File: src/rtl/snap_intr_pkg.sv
// Shared definitions for the SNAP interrupt arbiter: FSM encodings, default
// object width and the round-robin search used by every bridge arbiter.
package snap_intr_pkg;

  localparam int SRC_W_DEF = 64;
  localparam int MAX_SRC   = 16;

  localparam logic [4:0] ST_IDLE_ENC    = 5'b00001;
  localparam logic [4:0] ST_GRANT_ENC   = 5'b00010;
  localparam logic [4:0] ST_REQ_ENC     = 5'b00100;
  localparam logic [4:0] ST_RELEASE_ENC = 5'b01000;
  localparam logic [4:0] ST_DONE_ENC    = 5'b10000;

  typedef enum logic [4:0] {
    ST_IDLE    = ST_IDLE_ENC,
    ST_GRANT   = ST_GRANT_ENC,
    ST_REQ     = ST_REQ_ENC,
    ST_RELEASE = ST_RELEASE_ENC,
    ST_DONE    = ST_DONE_ENC
  } state_t;

  typedef struct packed {
    logic       valid;
    logic [3:0] idx;
  } rr_pick_t;

  // First set bit of pending at or after ptr, wrapping at num; ptr must be < num.
  function automatic rr_pick_t rr_pick(input logic [MAX_SRC-1:0] pending,
                                       input logic [3:0]         ptr,
                                       input int                 num);
    rr_pick_t   res;
    logic [4:0] j;
    res = '0;
    for (int k = 0; k < MAX_SRC; k++) begin
      j = {1'b0, ptr} + 5'(k);
      if (j >= 5'(num)) j = j - 5'(num);
      if ((k < num) && !res.valid && pending[j[3:0]]) begin
        res.valid = 1'b1;
        res.idx   = j[3:0];
      end
    end
    return res;
  endfunction

endpackage

File: src/rtl/snap_rr_arbiter.sv
// Combinational round-robin picker: searches req upward from ptr with wrap and
// returns the winner both one-hot and as an index.
module snap_rr_arbiter
  import snap_intr_pkg::*;
#(
  parameter int N     = 4,
  parameter int IDX_W = (N > 1) ? $clog2(N) : 1
) (
  input  logic [N-1:0]     req,
  input  logic [IDX_W-1:0] ptr,
  output logic [N-1:0]     gnt,
  output logic [IDX_W-1:0] gnt_idx,
  output logic             gnt_valid
);

  rr_pick_t pick;

  always_comb begin
    pick      = rr_pick(16'(req), 4'(ptr), N);
    gnt_valid = pick.valid;
    gnt_idx   = IDX_W'(pick.idx);
    gnt       = pick.valid ? (N'(1) << pick.idx) : '0;
  end

endmodule

File: src/rtl/snap_interrupt_arbiter.sv
// Collects edge-triggered interrupt requests from action/engine sources and
// serialises them, round-robin, onto the TLX bridge's level handshake.
module snap_interrupt_arbiter
  import snap_intr_pkg::*;
#(
  parameter int NUM_SRC = 4,
  parameter int SRC_W   = SRC_W_DEF
) (
  input  logic                     clk,
  input  logic                     rst_n,
  input  logic [NUM_SRC-1:0]       src_mask,
  input  logic [NUM_SRC-1:0]       irq_req,
  input  logic [NUM_SRC*SRC_W-1:0] irq_src,
  output logic [NUM_SRC-1:0]       irq_ack,
  output logic                     interrupt,
  output logic [SRC_W-1:0]         interrupt_src,
  input  logic                     interrupt_ack,
  output logic [NUM_SRC-1:0]       pending_vec,
  output logic [31:0]              int_count
);

  localparam int IDX_W = (NUM_SRC > 1) ? $clog2(NUM_SRC) : 1;
  localparam logic [IDX_W-1:0] LAST_IDX = IDX_W'(NUM_SRC - 1);

  state_t             state;
  logic [NUM_SRC-1:0] irq_req_d;
  logic [NUM_SRC-1:0] pending;
  logic [NUM_SRC-1:0] rise;
  logic [NUM_SRC-1:0] clr;
  logic [NUM_SRC-1:0] pick_gnt;
  logic [IDX_W-1:0]   pick_idx;
  logic               pick_valid;
  logic [IDX_W-1:0]   rr_ptr;
  logic [IDX_W-1:0]   gnt_idx;
  logic [SRC_W-1:0]   gnt_obj;
  logic [SRC_W-1:0]   obj [NUM_SRC];

  snap_rr_arbiter #(
    .N     (NUM_SRC),
    .IDX_W (IDX_W)
  ) u_rr (
    .req       (pending),
    .ptr       (rr_ptr),
    .gnt       (pick_gnt),
    .gnt_idx   (pick_idx),
    .gnt_valid (pick_valid)
  );

  // A fresh rise in the grant cycle re-sets its bit, so set wins over clear.
  always_comb begin
    rise = irq_req & ~irq_req_d & src_mask;
    clr  = (state == ST_GRANT) ? pick_gnt : '0;
  end

  always_ff @(posedge clk or negedge rst_n) begin
    if (!rst_n) begin
      irq_req_d <= '0;
      pending   <= '0;
    end else begin
      irq_req_d <= irq_req;
      pending   <= (pending & ~clr) | rise;
    end
  end

  always_ff @(posedge clk or negedge rst_n) begin
    if (!rst_n) begin
      for (int i = 0; i < NUM_SRC; i++) obj[i] <= '0;
    end else begin
      for (int i = 0; i < NUM_SRC; i++) begin
        if (rise[i]) obj[i] <= irq_src[i*SRC_W +: SRC_W];
      end
    end
  end

  // The in-flight object lives in gnt_obj so later rises on the same source
  // only touch obj[] and cannot disturb interrupt_src mid-delivery.
  always_ff @(posedge clk or negedge rst_n) begin
    if (!rst_n) begin
      state     <= ST_IDLE;
      rr_ptr    <= '0;
      gnt_idx   <= '0;
      gnt_obj   <= '0;
      interrupt <= 1'b0;
      irq_ack   <= '0;
      int_count <= '0;
    end else begin
      case (state)
        ST_IDLE: begin
          irq_ack <= '0;
          if (pick_valid && !interrupt_ack) state <= ST_GRANT;
        end
        ST_GRANT: begin
          gnt_idx   <= pick_idx;
          gnt_obj   <= obj[pick_idx];
          rr_ptr    <= (pick_idx == LAST_IDX) ? '0 : pick_idx + IDX_W'(1);
          interrupt <= 1'b1;
          state     <= ST_REQ;
        end
        ST_REQ: begin
          if (interrupt_ack) begin
            interrupt <= 1'b0;
            state     <= ST_RELEASE;
          end
        end
        ST_RELEASE: begin
          if (!interrupt_ack) begin
            irq_ack   <= NUM_SRC'(1) << gnt_idx;
            int_count <= int_count + 32'd1;
            state     <= ST_DONE;
          end
        end
        ST_DONE: begin
          irq_ack <= '0;
          state   <= ST_IDLE;
        end
        default: begin
          interrupt <= 1'b0;
          irq_ack   <= '0;
          state     <= ST_IDLE;
        end
      endcase
    end
  end

  assign interrupt_src = gnt_obj;
  assign pending_vec   = pending;

endmodule

File: config.mk
export PLATFORM = sky130hd
export DESIGN_NAME = snap_interrupt_arbiter
export DESIGN_NICKNAME = d
export VERILOG_FILES = /design/src/rtl/snap_intr_pkg.sv /design/src/rtl/snap_rr_arbiter.sv /design/src/rtl/snap_interrupt_arbiter.sv
export SDC_FILE = /design/constraint.sdc
export NUM_CORES = 1
export LEC_CHECK = 0
export BUFFER_PORTS_ARGS = -buffer_cell sky130_fd_sc_hd__buf_2
export CAP_MARGIN = 10
export CORE_MARGIN = 2
export CORE_UTILIZATION = 55
export CTS_BUF_LIST = sky130_fd_sc_hd__clkbuf_4
export DETAILED_ROUTE_END_ITERATION = 6
export PLACE_DENSITY = 0.91
export SLEW_MARGIN = 5
export SYNTH_ARGS = -nofsm -noshare
export SYNTH_HDL_FRONTEND = slang
export SYNTH_HIERARCHICAL = 1
export SYNTH_SLANG_ARGS = --single-unit
File: constraint.sdc
create_clock -name clk -period 4.79 [get_ports clk]
set_input_delay 0 -clock clk [delete_from_list [all_inputs] [get_ports clk]]
set_output_delay 0 -clock clk [all_outputs]
set_load 0.01 [all_outputs]
==> results of run 1 <==
cell usage after synthesis, drive strengths merged, types with 2 or more instances:
cell	number	area, um^2
xor2	22	193
nand2b	7	43.8
nor3b	3	27.5
nand2	22	82.6
mux2	328	3690
nor2b	3	18.8
a21oi	7	35.0
nor4b	2	17.5
inv	14	52.6
mux4	67	1510
nor3	14	70.1
and3	5	32.5
nand3	9	45.0
dfrtp	373	9330
nand3b	5	37.5
o31ai	3	22.5
buf	20	108
nand4	11	68.8
clkbuf	40	151
or3	2	17.5
ha	5	62.6
and4	5	43.8
nor2	9	33.8
xnor2	11	96.3
o32ai	2	36.3
nor4	11	83.8
o21ai	8	40.0
mux2i	4	40.0
or2	3	18.8
cell families after synthesis:
logic type,Yosys count
AO/OA/AOI/OAI,27
adder cells (fa/ha/maj),5
XOR/XNOR,33
AND/OR/NAND/NOR,115
flip-flops,374
multiplexers,399
buffers and inverters,74
stage by stage:
| step | cell area (um^2) | std cells |
|---|---|---|
| floorplan | 16100 | 1027 |
| global placement | 18400 | 1736 |
| detailed placement | 18400 | 1736 |
==> impl_metrics.py, run 1 <==
metrics = {
    "floorplan": {
        "num_rows": 62,
        "die_w_um": 175,
        "ioPinCount": 372,
        "start_util": 0.561,
        "die_h_um": 175,
    },
    "logic_synthesis": {
        "seq_area_frac_synth": 0.580,
        "ys_ff_latch": 374,
        "synth_xor_area_frac": 0.0179,
        "synth-compound-area-share": 0.0120,
        "synth-main-ff-cell": "dfrtp_1",
        "yosysWarnings": 6,
        "synth.avg_cell_area_um2": 15.7,
        "synthAdderAreaFrac": 0.00388,
        "syn_area_um2": 16100,
        "async_flop_share": 1.00,
        "synth_cell_types": 50,
        "synth_mux_area_frac": 0.325,
        "synth_top_family_by_area": "multiplexers",
        "synth-simple-area-share": 0.0417,
        "syn_nets": 1299,
        "synth-edff-count": 0,
        "syn_inst": 1027,
    },
    "run_status": {
        "status": "did not finish",
        "haltStage": "clock tree synthesis",
        "error": "[ERROR RSZ-0060] Max buffer count reached.",
    },
    "clocking": {
        "clkSinkCount": 374,
        "clock_path_buffers": 3,
        "htree_levels": 3,
        "post_cts_buffers": 0,
        "ctsHoldBuffers": 378,
        "cts_buffers": 95,
        "ctsRootBufferMaster": "clkbuf_4",
        "cts_resized": 0,
    },
    "placement": {
        "io_buffers": 371,
        "dpl.hpwl_um": 26700,
        "dpl_worst_slack_ps": 1010,
        "gp_congestion": 0.851,
    },
}
==> inputs of run 2 (changes only) <==
CORE_UTILIZATION = 40   (was 55)
CTS_BUF_LIST = unset   (was sky130_fd_sc_hd__clkbuf_4)
PLACE_DENSITY = unset   (was 0.91)
PLACE_DENSITY_LB_ADDON = 0.15   (was unset)
==> run 2 against run 1 <==
The flow now finishes without violations; synthesized cell count stayed put; area after synthesis stayed put.
==> impl_metrics.py, run 2 <==
metrics = {
    "run_status": {
        "status": "finished clean",
    },
    "layout": {
        "drive_gt1_frac": 0.512,
        "syn_to_final_growth_pct": 41.1,
        "largest_reg_flops": 256,
        "fin_area_um2": 22800,
        "finalNetCount": 1937,
        "finalNonFillerCells": 2225,
        "top_register": "obj",
        "final_common_cell": "dfrtp_1",
        "layout_common_cells": "dfrtp_1, buf_2, mux2_2",
    },
    "pwr": {
        "p_leak_nw": 10.4,
        "vdd_drop_max_uv": 408,
        "power_density_nw_per_um2": 513,
    },
    "logic_synthesis": {
        "synth_cell_types": 50,
        "yosysTopAreaCell": "dfrtp_1",
        "async_flop_share": 1.00,
        "synth_top_area_frac": 0.578,
        "synth.avg_cell_area_um2": 15.7,
        "syn_inst": 1027,
        "yosys-top-cells-area": "dfrtp_1, mux2_2, mux4_2",
        "synth-main-ff-cell": "dfrtp_1",
        "synth_commonest_cells": "dfrtp_1, mux2_2, mux4_2, clkbuf_1",
        "syn_nets": 1299,
        "syn_area_um2": 16100,
        "seq_area_frac_synth": 0.580,
        "synth-edff-count": 0,
        "yosysWarnings": 6,
        "ys_ff_latch": 374,
        "synth_most_common_cell": "dfrtp_1",
    },
    "worst_setup_path": {
        "worstReg2RegEnd": "interrupt_src[34]",
        "cp_max_fo": 37,
        "worstPathArrival_ps": 4020,
        "critPathRequiredTime_ps": 5220,
        "r2r_slack_ps": 1200,
        "worstSetupPathType": "reg -> reg",
        "cp-start-kind": "register",
        "end_kind": "register",
        "rr_worst_depth": 8,
        "rr_startpoint": "rr_ptr[0]",
    },
    "clocking": {
        "htree_levels": 2,
        "cts_tree": "yes",
        "clock_latency_ps": 550,
        "cts_buffers": 44,
        "clkSinkCount": 374,
        "post_cts_buffers": 0,
        "ctsRootBufferMaster": "clkbuf_16",
        "clock_path_buffers": 3,
        "ctsHoldBuffers": 262,
        "cts_resized": 0,
        "path_clk_slew_ps": 50,
    },
    "grt": {
        "grt_usage": 0.207,
        "grt_pass1_vias": 12100,
        "grt_pass1_wl_um": 67100,
        "use_met1": 0.263,
        "antenna_found_initial": 4,
        "grtUsageMet3": 0.0469,
        "grt_max_degree": 115,
        "grt-busiest-layer": "met2",
        "gr-usage-met2": 0.350,
        "overflow": 0,
    },
    "worst_hold_path": {
        "min_from": "src_mask[0]",
        "min_to": "pending_vec[0]",
        "holdCritPathClass": "in -> reg",
        "min_path_cells": 4,
    },
    "placement": {
        "gp_congestion": 0.790,
        "io_buffers": 371,
        "postPlaceCellArea_um2": 18600,
        "dpl.cell_count": 1882,
        "dpl.hpwl_um": 27500,
    },
    "timing": {
        "skew_ps": 15.0,
        "max_freq_mhz": 279,
        "drv_slew": 0,
        "hold_ws_ps": 67.1,
        "relSlewSlack": 0.363,
        "tightest_slew_ps": 955,
        "setup_tns_ps": 0,
        "min_period_ps": 3590,
        "post-route-period-util": 0.749,
        "setup_violations": 0,
        "grt_setup_unrepaired": "false",
        "hold_violations": 0,
    },
    "floorplan": {
        "die_area_um2": 42000,
        "die_h_um": 205,
        "ioPinCount": 372,
        "core-area_um2": 39700,
        "num_rows": 73,
        "start_util": 0.406,
        "die_w_um": 205,
    },
    "route": {
        "drt_first_pass_iters": 4,
        "avgViaCountPerCell": 4.97,
        "drcViolationCount": 0,
        "dr_total_vias": 11100,
        "wire_per_inst_um": 19.2,
        "routed_wl_um": 42800,
        "drtIter0Drc": 431,
        "ant_nets": 0,
    },
    "flow_run": {
        "maxCapViolations": 0,
    },
}
run 2: cell counts after synthesis:
No cell type changed its count.
run 2: worst max-delay path, stage by stage, from the launching register on:
cell and delay (ps):
dfrtp_1 660, inv_1 170, ha_1 440, mux4_2 390
or3_4 420, o32ai_4 100, buf_4 540, mux4_2 410
mux2_2 270
run 2: final cells by class:
class,count,area (um^2)
diodes,3,7.51
clock buffers,62,1280
multi-input cells,579,6490
repair buffers,652,4660
inverters,14,52.6
flip-flops and latches,374,9360
clock inverters,16,259
fillers,3279,17000
well taps,525,657
run 2: logic make-up after synthesis:
logic type | after synthesis | synth area share
AOI/OAI and AO/OA | 27 | 0.0120
xor gates and xnor gates | 33 | 0.0179
adders and majority gates | 5 | 0.00388
buffers and inverters | 74 | 0.0193
DFF | 374 | 0.580
muxes | 399 | 0.325
and+or+nand+nor | 115 | 0.0417
run 2: through the flow:
stage / worst slack [ps] / util / total power [mW]
CTS: 1200 / 0.573 / 11.9
floorplan: 1270 / - / 6.91
finish: 1200 / 0.573 / 11.7
global route: 979 / 0.573 / 12.3
global placement: 1340 / 0.468 / 7.98
detailed placement: 1210 / 0.468 / 8.09
run 2: routing by layer:
| layer | part of all wire | routed length [um] |
|---|---|---|
| met2 | 0.50 | 21300 |
| met3 | 0.057 | 2420 |
| met1 | 0.42 | 18100 |
| met4 | 0.023 | 972 |
| met5 | 0.00033 | 14 |
run 2: where the power goes:
group,switching (mW),total (mW),internal (mW)
registers,0.444,4.34,3.90
logic,1.60,3.79,2.18
clock network,1.31,3.54,2.23
total,3.36,11.7,8.31
run 2: how the worst max path moves through the flow:
| stage | startpoint | end | slack [ps] | cells after the start |
|---|---|---|---|---|
| floorplan | rr_ptr[0] | interrupt_src[25] | 1270 | 11 |
| global placement | rr_ptr[0] | interrupt_src[34] | 1340 | 8 |
| detailed placement | rr_ptr[0] | interrupt_src[34] | 1210 | 8 |
| CTS | rr_ptr[0] | interrupt_src[34] | 1200 | 8 |
| global route | rr_ptr[0] | interrupt_src[15] | 980 | 9 |
| finish | rr_ptr[0] | interrupt_src[34] | 1200 | 8 |
(Power assumes the default switching activity.)
==> inputs of run 3 (changes only) <==
clock period = 3.4 ns   (was 4.79 ns; I/O delays follow)
==> run 3 against run 2 <==
Worst hold slack worse by 33 ps; worst setup slack worse by 990 ps; die area unchanged; final cell count fell by 0.36%; global-route usage up 0.34 points; sequential share of layout area rose by 0.33 points; clock-buffer cell count grew 3; routed wire length grew 1.2%; register-to-register slack worse by 990 ps; first-iteration DRC count fell by 20%; combinational power is 46% higher; critical path type unchanged.
==> impl_metrics.py, run 3 (synthesis gave the netlist of run 2 again) <==
metrics = {
    "run_status": {
        "status": "finished clean",
    },
    "timing": {
        "setup_tns_ps": 0,
        "hold_violations": 0,
        "drv_slew": 0,
        "tightest_slew_ps": 1150,
        "setup_ws_ps": 210,
        "skew_ps": 15.0,
        "relSlewSlack": 0.234,
        "min_period_ps": 3190,
        "post-route-period-util": 0.938,
        "setup_violations": 0,
        "grt_setup_unrepaired": "false",
        "max_freq_mhz": 314,
    },
    "clocking": {
        "cts_tree": "yes",
        "clock_latency_ps": 560,
        "clkSinkCount": 374,
        "ctsRootBufferMaster": "clkbuf_16",
        "path_clk_slew_ps": 60,
        "cts_buffers": 42,
        "clock_path_buffers": 3,
        "htree_levels": 2,
    },
    "grt": {
        "antenna_found_initial": 6,
        "grt_max_degree": 97,
        "overflow": 0,
        "grt_pass1_wl_um": 67700,
        "grt_usage": 0.210,
        "grt_pass1_vias": 12100,
    },
    "layout": {
        "syn_to_final_growth_pct": 39.9,
        "layout_common_cells": "dfrtp_1, buf_2, mux2_2",
        "drive_gt1_frac": 0.506,
        "finalNetCount": 1934,
        "finalNonFillerCells": 2217,
        "top_register": "obj",
        "final_common_cell": "dfrtp_1",
        "largest_reg_flops": 256,
    },
    "pwr": {
        "p_total_mw": 15.9,
        "combPwrFrac": 0.348,
        "power_density_nw_per_um2": 703,
        "clkPwrFrac": 0.267,
        "power_switching_mw": 4.71,
        "netSwitchingFraction": 0.297,
        "seq_power_share": 0.385,
        "p_leak_nw": 10.3,
        "vdd_drop_max_uv": 514,
        "cellInternalPower_mw": 11.2,
    },
    "worst_setup_path": {
        "end_kind": "register",
        "critPathRequiredTime_ps": 3830,
        "cp_max_fo": 30,
        "worstPathArrival_ps": 3620,
        "cp-start-kind": "register",
        "worstSetupPathType": "reg -> reg",
        "rr_worst_depth": 9,
    },
    "route": {
        "drt_first_pass_iters": 6,
        "drcViolationCount": 0,
        "drtIter0Drc": 344,
        "dr_total_vias": 11000,
        "ant_nets": 0,
        "wire_per_inst_um": 19.5,
        "avgViaCountPerCell": 4.98,
        "routed_wl_um": 43300,
    },
    "placement": {
        "io_buffers": 371,
        "gp_congestion": 0.772,
        "dpl.hpwl_um": 27000,
        "dpl_worst_slack_ps": 253,
        "dpl.cell_count": 1881,
    },
    "worst_hold_path": {
        "holdCritPathClass": "in -> async",
    },
    "floorplan": {
        "start_util": 0.406,
        "num_rows": 73,
        "die_h_um": 205,
        "ioPinCount": 372,
        "die_area_um2": 42000,
        "die_w_um": 205,
        "core-area_um2": 39700,
    },
    "flow_run": {
        "maxCapViolations": 0,
    },
}
## run 3: stage by stage
stage,util,hold slack (ps),area [um^2]
4_1_cts,0.568,27.4,22600
2_1_floorplan,-,-296,16100
3_5_place_dp,0.470,26.0,18700
6_report,0.568,34.4,22600
3_3_place_gp,0.470,28.7,18700
5_1_grt,0.568,80.9,22600
## run 3: layout make-up
type | count | area [um^2]
clock inverters | 6 | 33.8
repair buffers | 651 | 4750
fillers | 3236 | 17200
flip-flops and latches | 374 | 9360
inverters | 14 | 52.6
well taps | 525 | 657
clock buffers | 65 | 1230
diodes | 3 | 7.51
multi-input cells | 579 | 6490
## run 3: critical path, cell delays in order (launching register included)
cell and delay, ps:
dfrtp_1 460, inv_1 130, ha_1 410, mux4_2 390, and2b_2 230, o21ai_0 120, o21ai_4 150, buf_12 310
mux4_2 560, mux2_2 290
## run 3: path summary, 6_finish.rpt
check | startpoint | end | slack (ps)
setup / recovery | rr_ptr[1] | interrupt_src[45] | 210
hold / removal | rst_n | int_count[16] | 30
setup reg to reg | rr_ptr[1] | interrupt_src[45] | 210
hold reg to reg | int_count[31] | int_count[31] | 460
max in group asynchronous | rst_n | obj[174] | 2390
min in group clk | src_mask[0] | pending_vec[0] | 80
## run 3: metal layers
layer / part of all wire / GRT usage / vias to the layer above
met5: 0.00095 / 0 / -
met1: 0.42 / 0.265 / 5637
met3: 0.053 / 0.0453 / 69
met2: 0.50 / 0.361 / 279
met4: 0.021 / 0.0683 / 6
li1: - / - / 5050
## run 3: power groups by stage
stage | sequential (mW) | combinational [mW] | clock [mW]
finish | 6.10 | 5.52 | 4.25
floorplan | 6.17 | 3.58 | 0
detailed placement | 6.18 | 5.38 | 0
CTS | 6.11 | 5.63 | 4.40
global route | 6.24 | 6.01 | 4.58
global placement | 6.14 | 5.27 | 0
## run 3: timing repair
| action | in CTS | in global routing |
|---|---|---|
| hold buffers | 262 | 0 |
| buffers inserted | 0 | 0 |
| gates resized for setup | 0 | 0 |
| endpoints found under the hold margin | 358 | 0 |
